File: src/rtl/ptw_rd_arb.sv
// Read-only AXI arbiter merging the instruction and data page-table walkers.
// Round-robin grant, a single outstanding transaction, R-beat count checking.
module ptw_rd_arb #(
   parameter int AW  = 32,
   parameter int IDW = 10,
   parameter int DW  = 32
) (
   input  logic           clk,
   input  logic           rst,
   input  logic [IDW-1:0] s0_arid,
   input  logic [AW-1:0]  s0_araddr,
   input  logic [7:0]     s0_arlen,
   input  logic [2:0]     s0_arsize,
   input  logic [1:0]     s0_arburst,
   input  logic           s0_arvalid,
   output logic           s0_arready,
   output logic [IDW-1:0] s0_rid,
   output logic [DW-1:0]  s0_rdata,
   output logic [1:0]     s0_rresp,
   output logic           s0_rlast,
   output logic           s0_rvalid,
   input  logic           s0_rready,
   input  logic [IDW-1:0] s1_arid,
   input  logic [AW-1:0]  s1_araddr,
   input  logic [7:0]     s1_arlen,
   input  logic [2:0]     s1_arsize,
   input  logic [1:0]     s1_arburst,
   input  logic           s1_arvalid,
   output logic           s1_arready,
   output logic [IDW-1:0] s1_rid,
   output logic [DW-1:0]  s1_rdata,
   output logic [1:0]     s1_rresp,
   output logic           s1_rlast,
   output logic           s1_rvalid,
   input  logic           s1_rready,
   output logic [IDW-1:0] m_arid,
   output logic [AW-1:0]  m_araddr,
   output logic [7:0]     m_arlen,
   output logic [2:0]     m_arsize,
   output logic [1:0]     m_arburst,
   output logic           m_arvalid,
   input  logic           m_arready,
   input  logic [IDW-1:0] m_rid,
   input  logic [DW-1:0]  m_rdata,
   input  logic [1:0]     m_rresp,
   input  logic           m_rlast,
   input  logic           m_rvalid,
   output logic           m_rready,
   output logic           proto_err
);

   typedef enum logic [1:0] {IDLE, AR, R} state_e;

   state_e     state_q, state_d;
   logic       ptr_q, ptr_d;
   logic       g_q, g_d;
   logic [7:0] len_q, len_d;
   logic [8:0] cnt_q, cnt_d;
   logic       perr_q, perr_d;

   logic in_ar, in_r;
   logic sg_arvalid, sg_rready;
   logic ar_hs, r_hs;

   // Handshake outputs are forced low while reset is held.
   assign in_ar = (state_q == AR) && !rst;
   assign in_r  = (state_q == R) && !rst;

   assign sg_arvalid = g_q ? s1_arvalid : s0_arvalid;
   assign sg_rready  = g_q ? s1_rready : s0_rready;

   assign m_arid    = g_q ? s1_arid : s0_arid;
   assign m_araddr  = g_q ? s1_araddr : s0_araddr;
   assign m_arlen   = g_q ? s1_arlen : s0_arlen;
   assign m_arsize  = g_q ? s1_arsize : s0_arsize;
   assign m_arburst = g_q ? s1_arburst : s0_arburst;
   assign m_arvalid = in_ar && sg_arvalid;

   assign s0_arready = in_ar && !g_q && m_arready;
   assign s1_arready = in_ar && g_q && m_arready;

   assign s0_rid   = m_rid;
   assign s0_rdata = m_rdata;
   assign s0_rresp = m_rresp;
   assign s0_rlast = m_rlast;
   assign s1_rid   = m_rid;
   assign s1_rdata = m_rdata;
   assign s1_rresp = m_rresp;
   assign s1_rlast = m_rlast;

   assign s0_rvalid = in_r && !g_q && m_rvalid;
   assign s1_rvalid = in_r && g_q && m_rvalid;
   assign m_rready  = in_r && sg_rready;

   assign ar_hs = m_arvalid && m_arready;
   assign r_hs  = m_rvalid && m_rready;

   assign proto_err = perr_q;

   always_comb begin
      state_d = state_q;
      ptr_d   = ptr_q;
      g_d     = g_q;
      len_d   = len_q;
      cnt_d   = cnt_q;
      perr_d  = perr_q;
      unique case (state_q)
         IDLE: begin
            if (s0_arvalid || s1_arvalid) begin
               g_d     = (s0_arvalid && s1_arvalid) ? ptr_q : s1_arvalid;
               len_d   = g_d ? s1_arlen : s0_arlen;
               cnt_d   = '0;
               state_d = AR;
            end
         end
         AR: begin
            if (ar_hs)
               state_d = R;
            else if (!sg_arvalid)
               state_d = IDLE;
         end
         R: begin
            if (r_hs) begin
               cnt_d = cnt_q + 9'd1;
               // rlast must coincide exactly with beat index arlen
               if (m_rlast != (cnt_q == {1'b0, len_q}))
                  perr_d = 1'b1;
               if (m_rlast) begin
                  state_d = IDLE;
                  ptr_d   = ~g_q;
               end
            end
         end
         default: state_d = IDLE;
      endcase
   end

   always_ff @(posedge clk) begin
      if (rst) begin
         state_q <= IDLE;
         ptr_q   <= 1'b0;
         g_q     <= 1'b0;
         len_q   <= '0;
         cnt_q   <= '0;
         perr_q  <= 1'b0;
      end else begin
         state_q <= state_d;
         ptr_q   <= ptr_d;
         g_q     <= g_d;
         len_q   <= len_d;
         cnt_q   <= cnt_d;
         perr_q  <= perr_d;
      end
   end

endmodule

File: config.mk
export PLATFORM = sky130hd
export DESIGN_NAME = ptw_rd_arb
export DESIGN_NICKNAME = d
export VERILOG_FILES = /design/src/rtl/ptw_rd_arb.sv
export SDC_FILE = /design/constraint.sdc
export NUM_CORES = 1
export LEC_CHECK = 0
export BUFFER_PORTS_ARGS = -buffer_cell sky130_fd_sc_hd__buf_4
export CAP_MARGIN = 40
export CORE_AREA = 5 5 120 122
export DETAILED_ROUTE_END_ITERATION = 10
export DIE_AREA = 0 0 125 127
export PLACE_DENSITY = 0.62
export SLEW_MARGIN = 20
export SYNTH_ARGS = -nofsm -noshare
export SYNTH_HDL_FRONTEND = slang
export SYNTH_SLANG_ARGS = --single-unit
File: constraint.sdc
create_clock -name clk -period 1.94 [get_ports clk]
set_input_delay 0.388 -clock clk [delete_from_list [all_inputs] [get_ports clk]]
set_output_delay 0.388 -clock clk [all_outputs]
set_load 0.03 [all_outputs]
==> flow_summary.json <==
{
  "worst_slack_ns": 0.0698,
  "synth_area_sq_um": 2580,
  "seq_area_frac_synth_pct": 17.1,
  "port_buffers": 182,
  "ys.flop_type": "dfxtp_1",
  "ctsHtreeMaxLevel": 1,
  "ant_nets": 0,
  "grt_pass1_vias": 2500,
  "critPathMaxStageDelay_ns": 0.42,
  "clock-sinks": 22,
  "drt_wl_total_microns": 8820,
  "antenna_found_initial": 0,
  "grt_pass1_wl_microns": 13500,
  "cp_top_family": "flip-flops",
  "worstMarginPinSlew_ns": 0.489,
  "clk_latency_ns": 0.26,
  "worstPathArrival_ns": 1.48,
  "clk_pin_slew_worst_paths_ns": 0.06,
  "fin_crit_sh_pct": 96.4,
  "fp.dieH_microns": 127,
  "synth-seq-cells": 22,
  "ir_drop_v": 0.000186,
  "gp_congestion": 0.761,
  "diodes": 0,
  "critPathRequiredTime_ns": 1.55,
  "vias": 2327,
  "met3WireLength_microns": 830,
  "critical_path.cell_chain": "buf_8 > mux2_2 > buf_4",
  "hold_buffers": 0,
  "cts_tree": "built",
  "core_area_sq_um": 13100,
  "finalSetupViolCount": 0,
  "min_path_cells": 3,
  "drt_iter0_drc": 57,
  "synth_cell_type_count": 44,
  "synth_top_cell_by_area": "buf_4",
  "fp.dieW_microns": 125,
  "postSynthCellCount": 292,
  "n_fill_cell": 1401,
  "crit_buf_inv": 2,
  "synth_edf_count": 0,
  "r2r-start": "cnt_q[0]",
  "worstSetupStartpointType": "flip-flop",
  "met2_length_microns": 4390,
  "clockBufferDepth": 2,
  "synth.area.top_cells": "buf_4, mux2_2, dfxtp_1",
  "num_rows": 42,
  "syn-num-nets": 456,
  "firstDrtPassIters": 4,
  "total_power_uw": 1920,
  "period_minus_slack_ns": 1.87,
  "drv_cap": 0,
  "r2r_slack_ns": 0.17,
  "crit_type": "flip-flop to output pin",
  "fmax_mhz": 535,
  "hpwl_microns": 7460,
  "drc": 0,
  "hp-start": "s1_arvalid",
  "status": "finished clean",
  "worstPathMaxFanout": 27,
  "async_flop_share_pct": 0,
  "syn2layout_area_growth_pct": 39.4,
  "yosysWarnings": 0,
  "fin_skew_ns": 0.00288,
  "numCtsBuffers": 3,
  "finish.instance_area_sq_um": 3600,
  "dieArea_sq_um": 15900,
  "slowest_stage": "dfxtp_2",
  "via_per_inst": 4.19,
  "grt_overflow": 0,
  "drt-met1-wl_microns": 3510,
  "rr_endpoint": "cnt_q[8]",
  "hold_viol_final": 0,
  "initial_core_util_pct": 19.7,
  "leakage_uw": 0.00163,
  "min_to": "state_q[1]",
  "power_density_nw_per_um2": 533,
  "wl_per_cell_microns": 15.9,
  "yosysTopAreaCellShare_pct": 26.5,
  "slew_headroom_pct": 66.8,
  "clock_tree.root_cell": "clkbuf_16",
  "hold_class": "primary input to flip-flop",
  "rsz0062_at_grt": "true",
  "pre_cts_slack_ns": 0.177,
  "boundaryPins": 315,
  "highest_layer": "met4",
  "grt_start_max_net_pins": 32,
  "whs_ns": 0.437,
  "syn_avg_cell_area_sq_um": 8.84,
  "grt_usage_pct": 10.3,
  "r2r.worst_path.cells": 5,
  "final_nets": 545,
  "place_area_sq_um": 3480,
  "endpoint_kind": "output pin",
  "maxSlewViolCount": 0,
  "layout-drive-gt1-share_pct": 67.1
}
[synth_stat cells (all sizes together) (4+ instances only)]
library cell and instances:
a211oi 12, a21oi 7, buf 101, clkbuf 4, dfxtp 22, inv 5, mux2 55, mux2i 11
nand3 4, nor2 16, nor3 10, xnor2 8
[state kept, by name (all words and copies together), names as in the netlist]
signal and flops:
len_q 8, cnt_q 9, ptr_q 1, state_q 2, g_q 1, proto_err 1
[power by group]
group	internal (uW)	total [uW]	switching [uW]	leakage [uW]
Clock	410	584	174	0.0000511
Sequential	476	500	24.1	0.000180
Combinational	423	834	410	0.00140
[routing by layer]
metal / global-route usage, % / up-vias
met2: 17.5 / 137
li1: - / 1116
met5: 0 / -
met3: 3.55 / 5
met4: 2.74 / 0
met1: 12.5 / 1069
[final cells by class]
type | instances | area, sq um | share of cell area, %
multi-input combinational | 160 | 1370 | 38.1
timing repair buffer | 189 | 1440 | 40.0
tap | 176 | 220 | 6.12
clock buffer | 3 | 75.1 | 2.09
sequential | 22 | 443 | 12.3
inverter | 5 | 18.8 | 0.522
clock inverter | 1 | 30.0 | 0.835
[cell usage in the layout (no fill, tap or decap), drive strengths merged, types with 2 or more instances in the layout]
cell    instances
a211oi         12
a21oi           7
a22oi           2
a31oi           2
and2            3
and3            2
buf           189
clkbuf          3
dfxtp          22
inv             5
mux2           55
mux2i          11
nand2           3
nand3           4
nor2           16
nor3           10
nor4            2
o21ai           3
xnor2           8
[worst reg2reg max path, cell delays in order (launching register included)]
cell	delay (ns)
dfxtp_1	0.42
ha_1	0.22
and2_1	0.24
and4_1	0.24
or4b_1	0.44
a21oi_1	0.15
[cells by family (layout without fill, tap and decap cells)]
kind of cell / count (synthesis) / count (layout) / share of synthesized area, %
adder cells (fa/ha/maj): 1 / 1 / 0.485
AO/OA/AOI/OAI: 33 / 33 / 9.50
buffers and inverters: 110 / 198 / 30.0
XOR/XNOR: 9 / 9 / 3.05
multiplexers: 66 / 66 / 28.4
AND/OR/NAND/NOR: 51 / 51 / 11.5
flip-flops: 22 / 22 / 17.1
[repair_timing]
item / in CTS / in global routing
endpoints found under the setup margin: 26 / 16
gates cloned: 0 / 0
gates resized for setup: 1 / 2
pin swaps: 0 / 0
buffers inserted: 0 / 0
[per-stage QoR]
stage	instances	util (%)	setup TNS (ns)
6_report	556	27.5	0
4_1_cts	556	27.5	0
3_5_place_dp	552	26.6	0
5_1_grt	556	27.5	-0.0235
3_3_place_gp	552	26.6	0
2_1_floorplan	292	-	0
[worst max path at each step]
stage	slack [ns]	end	cells after the start	startpoint
after floorplan	0.1	m_arburst[0]	4	g_q
after global placement	0.18	cnt_q[8]	5	rst
after detailed placement	0.18	cnt_q[8]	5	rst
after CTS	0.02	m_araddr[24]	3	g_q
after global routing	-0.01	m_rready	3	g_q
final	0.07	m_arsize[1]	3	g_q
Note: power is estimated with default switching activity, not from simulation.
